### config.mk
export PLATFORM = sky130hd
export DESIGN_NAME = aclk_key_entry
export DESIGN_NICKNAME = d
export VERILOG_FILES = /design/src/rtl/aclk_pkg.sv /design/src/rtl/aclk_digit_shreg.sv /design/src/rtl/aclk_key_entry.sv
export SDC_FILE = /design/constraint.sdc
export NUM_CORES = 1
export LEC_CHECK = 0
export ABC_AREA = 1
export CORE_MARGIN = 3
export CORE_UTILIZATION = 50
export DETAILED_ROUTE_END_ITERATION = 16
export PLACE_DENSITY = 0.86
export SYNTH_ARGS = -nofsm -noshare
export SYNTH_HDL_FRONTEND = slang
export SYNTH_SLANG_ARGS = --single-unit
### constraint.sdc
create_clock -name clk -period 2.55 [get_ports clk]
set_input_delay 0.51 -clock clk [delete_from_list [all_inputs] [get_ports clk]]
set_output_delay 0.51 -clock clk [all_outputs]
set_load 0.01 [all_outputs]
### src/rtl/aclk_pkg.sv
// Shared types and constants for the alarm-clock key-entry slice.
//   state_t : entry controller states
//   digit_t : one BCD digit
//   time_ok : range check of a full HH:MM buffer
package aclk_pkg;

  typedef logic [3:0] digit_t;

  typedef enum logic [1:0] {
    IDLE,
    ENTRY,
    COMMIT_A,
    COMMIT_C
  } state_t;

  localparam digit_t KEY_MAX_DIGIT  = 4'd9;
  localparam digit_t HR_MS_MAX      = 4'd2;
  localparam digit_t HR_LS_MAX_AT_2 = 4'd3;
  localparam digit_t MIN_MS_MAX     = 4'd5;

  function automatic logic time_ok(input digit_t ms_hr, input digit_t ls_hr,
                                   input digit_t ms_min, input logic [2:0] count);
    time_ok = (count == 3'd4) &&
              (ms_hr <= HR_MS_MAX) &&
              !((ms_hr == HR_MS_MAX) && (ls_hr > HR_LS_MAX_AT_2)) &&
              (ms_min <= MIN_MS_MAX);
  endfunction

endpackage

### src/rtl/aclk_digit_shreg.sv
// Four-digit HH:MM shift buffer with entered-digit count.
// Ports:
//   clk, reset     : clock, async active-low reset
//   clr            : zero digits and count
//   cnt_clr        : zero count only (digits held)
//   shift, din     : shift din in at ls_min; applied after clr/cnt_clr
//   ms_hr..ls_min  : buffered digits (registered)
//   count          : digits entered, saturates at 4
module aclk_digit_shreg
  import aclk_pkg::*;
(
  input  logic       clk,
  input  logic       reset,
  input  logic       clr,
  input  logic       cnt_clr,
  input  logic       shift,
  input  digit_t     din,
  output digit_t     ms_hr,
  output digit_t     ls_hr,
  output digit_t     ms_min,
  output digit_t     ls_min,
  output logic [2:0] count
);

  logic [15:0] buf_q, buf_d;
  logic [2:0]  count_q, count_d;

  always_comb begin
    buf_d   = buf_q;
    count_d = count_q;
    if (clr) begin
      buf_d   = '0;
      count_d = '0;
    end
    if (cnt_clr) count_d = '0;
    if (shift) begin
      buf_d = {buf_d[11:0], din};
      if (count_d != 3'd4) count_d = count_d + 3'd1;
    end
  end

  always_ff @(posedge clk or negedge reset) begin
    if (!reset) begin
      buf_q   <= '0;
      count_q <= '0;
    end else begin
      buf_q   <= buf_d;
      count_q <= count_d;
    end
  end

  assign ms_hr  = buf_q[15:12];
  assign ls_hr  = buf_q[11:8];
  assign ms_min = buf_q[7:4];
  assign ls_min = buf_q[3:0];
  assign count  = count_q;

endmodule

### src/rtl/aclk_key_entry.sv
// Keypad digit-entry and commit controller for the alarm clock.
// Optional feature: define ACLK_ENTRY_TIMEOUT_EN to abandon an entry after
// TIMEOUT_S one_second ticks without a digit.
// Ports:
//   clk, reset                 : clock, async active-low reset
//   one_second                 : 1 Hz tick (timeout build only)
//   key_valid, key             : keypad strobe and code (0-9 digits)
//   alarm_btn, time_btn        : commit strobes
//   new_ms_hr..new_ls_min      : buffered digits
//   load_new_a, load_new_c     : one-cycle load strobes
//   show_new_time              : high while entering
//   entry_err                  : one-cycle pulse on rejected commit
module aclk_key_entry
  import aclk_pkg::*;
#(
  parameter int unsigned TIMEOUT_S = 10,
  parameter int unsigned TMR_W     = 8
) (
  input  logic       clk,
  input  logic       reset,
  input  logic       one_second,
  input  logic       key_valid,
  input  logic [3:0] key,
  input  logic       alarm_btn,
  input  logic       time_btn,
  output logic [3:0] new_ms_hr,
  output logic [3:0] new_ls_hr,
  output logic [3:0] new_ms_min,
  output logic [3:0] new_ls_min,
  output logic       load_new_a,
  output logic       load_new_c,
  output logic       show_new_time,
  output logic       entry_err
);

  state_t     state_q, state_d;
  logic       entry_err_q, entry_err_d;
  logic       clr, cnt_clr, shift;
  logic [2:0] count;
  logic       digit_key;

  assign digit_key = key_valid && (key <= KEY_MAX_DIGIT);

  aclk_digit_shreg u_shreg (
    .clk    (clk),
    .reset  (reset),
    .clr    (clr),
    .cnt_clr(cnt_clr),
    .shift  (shift),
    .din    (key),
    .ms_hr  (new_ms_hr),
    .ls_hr  (new_ls_hr),
    .ms_min (new_ms_min),
    .ls_min (new_ls_min),
    .count  (count)
  );

`ifdef ACLK_ENTRY_TIMEOUT_EN
  logic [TMR_W-1:0] tmr_q, tmr_d;
  logic             expire;

  always_ff @(posedge clk or negedge reset) begin
    if (!reset) tmr_q <= '0;
    else        tmr_q <= tmr_d;
  end

  assign expire = one_second && ((tmr_q + TMR_W'(1)) == TMR_W'(TIMEOUT_S));
`else
  logic [TMR_W-1:0] unused_tmr;
  assign unused_tmr = TMR_W'(TIMEOUT_S) ^ {TMR_W{one_second}};
`endif

  always_comb begin
    state_d     = state_q;
    entry_err_d = 1'b0;
    clr         = 1'b0;
    cnt_clr     = 1'b0;
    shift       = 1'b0;
`ifdef ACLK_ENTRY_TIMEOUT_EN
    tmr_d       = tmr_q;
`endif
    unique case (state_q)
      IDLE: begin
        if (digit_key) begin
          clr     = 1'b1;
          shift   = 1'b1;
          state_d = ENTRY;
`ifdef ACLK_ENTRY_TIMEOUT_EN
          tmr_d   = '0;
`endif
        end
      end
      ENTRY: begin
        // Buttons outrank keys; a same-cycle key is dropped.
        if (alarm_btn || time_btn) begin
          if (alarm_btn && time_btn) begin
            entry_err_d = 1'b1;
          end else if (time_ok(new_ms_hr, new_ls_hr, new_ms_min, count)) begin
            state_d = alarm_btn ? COMMIT_A : COMMIT_C;
          end else begin
            entry_err_d = 1'b1;
          end
        end else if (digit_key) begin
          shift = 1'b1;
`ifdef ACLK_ENTRY_TIMEOUT_EN
          tmr_d = '0;
        end else if (expire) begin
          clr     = 1'b1;
          state_d = IDLE;
          tmr_d   = '0;
        end else if (one_second) begin
          tmr_d = tmr_q + TMR_W'(1);
`endif
        end
      end
      COMMIT_A, COMMIT_C: begin
        cnt_clr = 1'b1;
        state_d = IDLE;
      end
      default: state_d = IDLE;
    endcase
  end

  always_ff @(posedge clk or negedge reset) begin
    if (!reset) begin
      state_q     <= IDLE;
      entry_err_q <= 1'b0;
    end else begin
      state_q     <= state_d;
      entry_err_q <= entry_err_d;
    end
  end

  assign load_new_a    = (state_q == COMMIT_A);
  assign load_new_c    = (state_q == COMMIT_C);
  assign show_new_time = (state_q == ENTRY);
  assign entry_err     = entry_err_q;

endmodule

After elaboration in Yosys (flattened, before gate mapping)
Index checks and enable logic that the tools add are counted.

word-level totals
  bits of input ports = 10
  register bits = 22
  logic and storage cells = 53
  output and inout bits = 20

operators by class
  eq/ne operators = 10
  $lt $le $gt $ge = 4
  reductions and logical operators = 12
  muxes and demuxes = 21
  add/sub/neg operators = 1

operator list
  operator                                                                          number
  16-bit 2-to-1 mux                                                                 2
  3-bit 2-to-1 mux                                                                  4
  1-bit 2-to-1 mux                                                                  9
  2-bit 2-to-1 mux                                                                  4
  1-bit logical AND                                                                 6
  2-bit case mux with 3 select lines                                                1
  2-bit == test, second input constant                                              2
  4-bit by 2-bit == test with 1-bit output, second input constant                   1
  4-bit by 2-bit greater-than comparator with 1-bit output, second input constant   1
  4-bit by 2-bit less-or-equal comparator with 1-bit output, second input constant  1
  4-bit by 3-bit less-or-equal comparator with 1-bit output, second input constant  1
  4-bit less-or-equal comparator, second input constant                             1
  2-bit by 1-bit inequality test with 1-bit output, second input constant           2
  2-bit inequality test, second input constant                                      2
  4-bit AND reduction                                                               1
  3-bit by 1-bit adder with 3-bit output, second input constant                     1
  3-bit == test, second input constant                                              1
  3-bit inequality test, second input constant                                      1
  2-bit by 1-bit == test with 1-bit output, second input constant                   1
  2-bit logical NOT                                                                 1
  1-bit case mux with 2 select lines                                                1
  2-bit nonzero test                                                                1
  2-bit OR reduction                                                                1
  1-bit logical NOT                                                                 1
  1-bit logical OR                                                                  1

Depth between registers and ports, before layout
Gate-level depths: netlist of run 1.

  word-level depth = 9
  depth in mapped cells = 9
  mapped depth without buffers = 9

Hierarchy
Synthesis of run 1 repeated with hierarchy kept, for this count alone.

unflattened totals
  cell total of the unflattened synthesis = 135
  area, all modules = 1097.3 um^2

by module, submodules not included
  module            cells an instance  area an instance (um^2)  instances  seq. area each (um^2)
  aclk_digit_shreg  91                 829.5                    1          475.5
  aclk_key_entry    44                 267.8                    1          75.1

Worst setup path before layout of run 1
Ideal clock, no wire load.

  path kind = in2reg
  start point = input port key[2]
  end point = register u_shreg.count_q[2], in the netlist u_shreg.count[2]
  stages on the path = 7
  buffers on the path = 0
  arrival time = 1403 ps
  required time = 2425 ps
  library setup time = 125 ps
  slack = 1022 ps
  path through = o21ai_2 -> nand3_2 -> nand3_1 -> inv_1 -> ha_1 -> nand3_1 -> nand3_1

on the way
  cells in the longest elaborated chain, start to end = 9
  elaborated cells on any way between the ends = 12
  classes of those cells = add/sub: 1; order compare: 1; eq/ne: 1; mux: 8; reduce/logical: 1

ends and longest elaborated chain
  what                                                                             line                                         source
  from (decl)                                                                      aclk_key_entry.sv:23                         input logic [3:0] key,
  4-bit less-or-equal comparator (*)                                               aclk_key_entry.sv:42                         assign digit_key = key_valid && (key <= KEY_MAX_DIGIT);
  1-bit logical AND (*)                                                            aclk_key_entry.sv:42
  1-bit 2-to-1 mux (*)                                                             aclk_key_entry.sv:84, aclk_key_entry.sv:103
  1-bit 2-to-1 mux                                                                 aclk_key_entry.sv:82                         unique case (state_q)
  3-bit 2-to-1 mux                                                                 aclk_digit_shreg.sv:31                       if (clr) begin
  3-bit 2-to-1 mux                                                                 aclk_digit_shreg.sv:35                       if (cnt_clr) count_d = '0;
  3-bit by 1-bit adder with 3-bit output or 3-bit inequality test (tied branches)  aclk_digit_shreg.sv:38                       if (count_d != 3'd4) count_d = count_d + 3'd1;
  3-bit 2-to-1 mux                                                                 aclk_digit_shreg.sv:38
  3-bit 2-to-1 mux (*)                                                             aclk_digit_shreg.sv:36                       if (shift) begin
  net u_shreg.count_d[2]                                                           aclk_digit_shreg.sv:26                       logic [2:0] count_q, count_d;
  to (signal assigned)                                                             aclk_digit_shreg.sv:48                       count_q <= count_d;
  to (decl)                                                                        aclk_digit_shreg.sv:26

Mark *: on every way through the listed nets, which the timed path passes. The rest lies on a longest branch.
A chain may end at the register's enable or synchronous reset.

Worst setup path in the final report of run 1
  start point = register state_q[0]
  end point = output port show_new_time

on the way
  cells in the longest elaborated chain, start to end = 1

ends and longest elaborated chain
  what                                      line                   source
  from (decl)                               aclk_key_entry.sv:36   state_t state_q, state_d;
  from (signal assigned)                    aclk_key_entry.sv:129  state_q <= state_d;
  2-bit by 1-bit == test with 1-bit output  aclk_key_entry.sv:136  assign show_new_time = (state_q == ENTRY);
  to (decl)                                 aclk_key_entry.sv:32   output logic show_new_time,

No other way between the ends.

==> results.txt, run 1 <==
- Relative slew margins: 80.8%
- H-Tree Depth: 1
- Path depth of the worst reg2reg path: 7
* Total count of hold-check failures in the final report: 0
* Detailed-routed wire length on met2: 1120 microns
- Startpoint class of the critical path: register
- Number of vias after detailed routing: 958
- Min Clock Period, post-route: between 2000 and 2500 ps
- Unique masters post-synth: 17
- Relative area change from synthesis to final layout: 29.3%
* Core outline area: about 0.0020 sq mm
- For the pin with the worst max-slew slack, the measured transition is about 290 ps.
- Summed over all layers, the global routing overflow is 0.
- Maximum buffer depth of the clock tree: 2
- Mapped cell area: 0.00111 sq mm
* Setup Buffers After CTS: 0
- The number of antenna violations at the first check in global routing came to 0.
- The pre-antenna-repair detailed-routing pass consisted of 4 iterations.
- Measured along the y axis, the die boundary spans between 50 and 60 microns.
- After detailed routing, no signal wire sits above met4.
- Sequential element share of the synthesized area: between 40% and 50%
- Synth Area per Inst: around 8.8 sq um
- Power spread over the standard cell area amounts to 1140 mW/mm^2.
- Setup repair after global routing left no endpoint under its margin.
- In this run, placement finished with an instance count of 180.
* Share of final-layout standard cells stronger than drive strength 1: 14.0%
- Die X: ~53 microns
- Post-detailed-route wirelength per cell: between 10 and 15 microns
* Residual DRC count: 0
* Final TNS setup: 0 ps
- Post-cts gate resize count: 0
* Area of the die: between 0.002 and 0.003 sq mm
- CTS buffer count: 3
* Antenna-violating nets left: 0
* Largest net degree at the start of global routing: 23
- Summed over all layers, the routed wires come to 2350 microns.
- CTS tree: done
- Synth warn: 0
- Sink Count: 22
- The final layout contains 170 nets.
- Static timing analysis puts the maximum clock frequency at 468 MHz.
* Total leakage power: 0.672 nW
* Number of buffers added to fix hold violations after cts: 0
- Counting the fill cells in the layout gives 163.
* First-pass GRT wire length: between 3000 and 4000 microns
- Max-cap viol count: 0
* Arrival time at the worst endpoint: ~1600 ps
- The synthesized design contains 22 register bits.
* Result of the run: completed
- The min-delay analysis places its worst path in the category register to register.
* Depth of the worst hold-timing path: 2
- First DRT Iteration DRCs: 14
- Num rows: 16
- Met3 wire len: 145 microns
- The repair_antennas step left the layout with diodes totalling 0.
- Routability Congestion: roughly 0.78
* Root buffer cell: clkbuf_4
* Max-slew violation count: 0
- STA classifies the critical path endpoint as an output pin.
* Worst-skew pair later-pin latency: roughly 300 ps
- The worst setup path is of the register to output pin kind.
- The via count of the first global-routing pass came to between 900 and 1,000.
- Worst IR drop on VDD: 0.650 mV
- Input and output buffers added on the ports amount to 28.
- Overall fraction of global-route tracks in use: between 15 and 20%
* Starting Density: 54.8%
- Total setup violations reported at the end of the flow: 0
* Via-to-Cell Ratio: 5.21
- Crit Path Max Fanout: 6
* HPWL reported at the end of detailed placement: about 1700 microns
- Excluding fillers, the count of instances in the completed layout stands at approximately 180.
- The final critical path takes up between 80% and 90% of the cycle.
- Post-Syn Nets: about 140
- Across the routed clock network, the largest skew measured is 5.41 ps.
- Top-Level Pins: 30
- CP Data Required Time: about 2000 ps
- Synthesized instance count: ~130
* Worst-path clk slew: ~130 ps
- Routed met1 length: just over 1000 microns
## sequential cells by signal, summed over array words and instances, names as in the netlist
register and cells:
entry_err 1, state_q 2, u_shreg.buf_q 16, u_shreg.count 3
## logic make-up (layout without fill, tap and decap cells)
family          count (synthesis)  count (layout)  synth area share (%)
buf+inv                        16              47                  8.70
compound gates                 21              21                  12.9
flops                          22              22                  49.7
fa+ha+maj                       2               2                  2.26
simple gates                   65              65                  26.4
## area by class of cell
| cell class | instances | area (sq um) | area share, % |
|---|---|---|---|
| flip-flops and latches | 22 | 551 | 38.5 |
| multi-input cells | 88 | 460 | 32.2 |
| repair buffers | 31 | 303 | 21.2 |
| inverters | 12 | 47.5 | 3.32 |
| clock buffers | 4 | 36.3 | 2.53 |
| well taps | 27 | 33.8 | 2.36 |
## layer usage
metal | global-route usage [%] | vias to the layer above
met1 | 22.9 | 449
met4 | 9.79 | 0
met5 | 0 | -
met3 | 3.10 | 7
li1 | - | 472
met2 | 33.5 | 30
## critical path, stage by stage, from the launching register on
cell and delay [ps]:
dfrtp_1 470, inv_2 90, nor2_1 190, clkdlybuf4s50_1 570
## cells in the mapped netlist (all sizes together)
cell,instances,area (sq um)
nand2,35,134
nand3,19,110
nor2,11,48.8
a21oi,1,5.00
inv,12,47.6
buf,4,48.8
o21ai,20,138
dfrtp,22,551
ha,2,25.0
## worst paths after layout
| path | from | to | slack (ps) |
|---|---|---|---|
| hold / removal | u_shreg.buf_q[13] | u_shreg.buf_q[13] | 520 |
| setup reg to reg | state_q[1] | u_shreg.count[0] | 1050 |
| hold reg to reg | u_shreg.buf_q[13] | u_shreg.buf_q[13] | 520 |
| min in group asynchronous | reset | entry_err | 540 |
| setup / recovery | state_q[0] | show_new_time | 410 |
| max in group asynchronous | reset | u_shreg.buf_q[12] | 1800 |
## power by group
| part | switching, mW | leakage (nW) | internal, mW |
|---|---|---|---|
| logic | 0.431 | 0.360 | 0.396 |
| clock network | 0.106 | 0.0210 | 0.0870 |
| registers | 0.118 | 0.291 | 0.496 |
## per-stage QoR
step | instance area (sq um) | power [mW] | hold WS, ps | utilization (%) | setup slack (ps)
final | 1430 | 1.63 | 523 | 70.8 | 414
after global routing | 1430 | 1.76 | 543 | 70.8 | 323
after CTS | 1430 | 1.64 | 532 | 70.8 | 423
after detailed placement | 1400 | 1.44 | 503 | 69.0 | 438
after global placement | 1400 | 1.41 | 491 | 69.0 | 528
after floorplan | 1110 | 1.09 | 214 | - | 1020
## cells in the final DEF, fill, tap and decap left out
master            n
nand2_2           1
dfrtp_1          22
nor2_4            1
nand3_1          16
o21ai_0          12
clkbuf_4          3
nand3_2           3
o21ai_2           7
o21ai_4           1
clkbuf_8          1
a21oi_1           1
inv_4             1
clkdlybuf4s50_1  28
ha_1              2
nor2_1           10
inv_1            10
inv_2             1
nand2_1          34
buf_4             3
Power figures use the tool's default switching activity.
==> inputs of run 2 (changes only) <==
- CORE_UTILIZATION: 50 -> 42
- PLACE_DENSITY: 0.86 -> 0.78
- clock period: 2.55 -> 1.85 ns (I/O delays scaled with it)
==> run 2 against run 1 <==
  * Cell count up 2.7%
  * First-iteration DRC count up 93%
  * Sequential power up 37%
  * Sequential share of layout area down 0.87 points
  * Via count down 5.0%
  * Hold slack worse by 130 ps
  * Combinational power up 40%
  * Clock skew down 3.6 ps
  * Count of clock-buffer cells in the layout unchanged
  * Critical path type unchanged
  * Largest cell class unchanged
  * Highest routed layer unchanged
==> results.txt, run 2 (synthesis results as in run 1) <==
- Number of nets in the finished design: 174
- Once detailed placement completed, the half-perimeter wirelength came to 1690 microns.
* Post-detailed-route wirelength per cell: between 10 and 15 microns
- Relative to the synthesized area, the layout overhead comes to 32.5%.
- Transition time at the pin with the least slew margin: about 280 ps
- Setup repair after global routing left no endpoint under its margin.
* Root buffer cell: clkbuf_4
- Worst-path clk slew: 120 ps
- After detailed placement, the design holds a cell count of roughly 180.
* Top-Level Pins: 30
* Die H: about 57 microns
- At the worst endpoint, the required time is ~1500 ps.
- Final design area excluding fillers: roughly 0.0015 sq mm
- TritonCTS built the clock tree.
- Placement-stage cell area: between 0.001 and 0.0015 sq mm
* Arrival time at the worst endpoint: ~1300 ps
- The first detailed-routing pass took 4 iterations.
* Commonest non-fill, non-tap cells in the layout: 34 x nand2_1, 25 x clkdlybuf4s50_1, 21 x dfrtp_1
- Worst slack on hold paths: a little under 400 ps
* Maximum clock rate: approximately 600 MHz
- Global route overflow: 0
* Max-slew violation count: 0
- The routed layout has 910 vias.
* Post-detailed-routing wire length: 2230 microns
- Sink Count: 22
* Most flop-heavy register: u_shreg.buf_q
- Via count of the first global-routing pass: 882
* Relative slew margins: around four fifths
* Residual DRC count: 0
- Result of the run: completed
- Area of the die: about 0.0033 sq mm
- Timing analysis after detailed placement gives a worst setup slack of -51.0 ps.
- The worst setup path is launched from a register.
- Path depth of the worst reg2reg path: 9
* Most common cell after layout, fill and taps aside: nand2_1
- Counting along the longest clock path gives a buffer depth of 2.
* Final TNS setup: 0 ps
- The floorplan step defined a core boundary enclosing approximately 0.0024 sq mm.
* Total setup violations reported at the end of the flow: 0
* First-pass GRT wire length: between 3000 and 4000 microns
- The filler cells instantiated in the layout total 205.
- Max-cap viol count: 0
* First DRT Iteration DRCs: 27
- The clock period could shrink to between 1500 and 2000 ps.
- Startpoint-to-endpoint class of the critical path: register to output pin
- Via-to-Cell Ratio: 4.81
- N_diodes: 0
- Of all nets on the critical path, the largest fanout is 3.
- Number of buffers added to fix hold violations after cts: 0
* Die X: around 57 microns
- The worst path uses between 90% and 100% of the clock period.
- TritonCTS created 3 clock buffers.
- Tightest Hold Check Type: input port to asynchronous set/reset pin
* Total leakage power: between 0.7 and 0.8 nW
* End of the worst register-to-register path: u_shreg.count[2]
- Across all register-to-register paths, the minimum setup slack is 230 ps.
- Row generation in the floorplan step produced 17 rows.
- H-Tree Depth: 1
- Core Util, Final: about 62%
* Starting Density: ~47%
* Worst IR drop on VDD: approximately 0.81 mV
* Clock Skews: roughly 1.8 ps
- Max reg flops: 16
- Antenna-violating nets left: 0
- The clock reaches the later pin of the worst-skew pair after 300 ps.
* Startpoint of the worst-slack reg-to-reg timing path: state_q[1]
- Fin cells: between 150 and 200
- Final total power: about 2.3 mW
- Initial antenna violation count: 0
* Worst setup margin: about 180 ps
- Total count of hold-check failures in the final report: 0
- For this design the ratio of total power to cell area is approximately 1500 mW/mm^2.
* Setup crit end kind: output pin
- Entering global routing, the biggest net connects 23 pins.
- Buffers placed on the I/O ports in this run total 28.
- Routability Congestion: roughly 0.77
* Share of final-layout standard cells stronger than drive strength 1: between 15 and 20%
* Overall fraction of global-route tracks in use: approximately 14%
[run 2: changes by cell type in the layout (fill, tap and decap cells not counted), sizes merged]
cell / change
buf: +4
dlygate4sd2: +1
clkdlybuf4s50: -3
dlymetal6s2s: +2
[run 2: worst max path at each step]
stage / from / endpoint / cells after the start
final: state_q[1] / show_new_time / 3
after global routing: state_q[1] / show_new_time / 3
after global placement: key[2] / u_shreg.count[2] / 8
after floorplan: key[2] / u_shreg.count[2] / 7
after detailed placement: key[2] / u_shreg.count[2] / 8
after CTS: state_q[0] / load_new_a / 2
[run 2: what timing repair did]
action	4_1_cts	5_1_grt
setup endpoints to repair	2	2
gates resized for setup	2	2
gates cloned	0	0
endpoints found under the hold margin	0	0
buffers inserted	2	0
[run 2: final cells by class]
| type | count | area (sq um) | area share [%] |
|---|---|---|---|
| well taps | 28 | 35.0 | 2.39 |
| clock buffers | 4 | 36.3 | 2.47 |
| repair buffers | 35 | 337 | 22.9 |
| multi-input cells | 88 | 460 | 31.4 |
| flip-flops and latches | 22 | 552 | 37.6 |
| inverters | 12 | 47.5 | 3.24 |
[run 2: layer usage]
metal	global-route usage, %	vias up	share of wire, %
li1	-	480	-
met1	17.9	412	44
met2	24.4	16	51
met3	2.71	2	3.5
met4	6.29	0	0.58
met5	0	-	0
[run 2: report_power, final]
group	total, mW	switching (mW)	leakage [nW]	internal, mW
logic	1.16	0.594	0.417	0.561
clock network	0.260	0.140	0.0210	0.120
registers	0.839	0.153	0.290	0.686
[run 2: critical path, stage by stage (launching register included)]
cell	delay, ps
dfrtp_1	410
buf_4	150
nor2_1	160
dlygate4sd2_1	290
==> inputs of run 3 (changes only) <==
- GPL_ROUTABILITY_DRIVEN: default -> 0
==> results of run 3 <==
Final layout, timing and power as in run 2 (identical DEF).
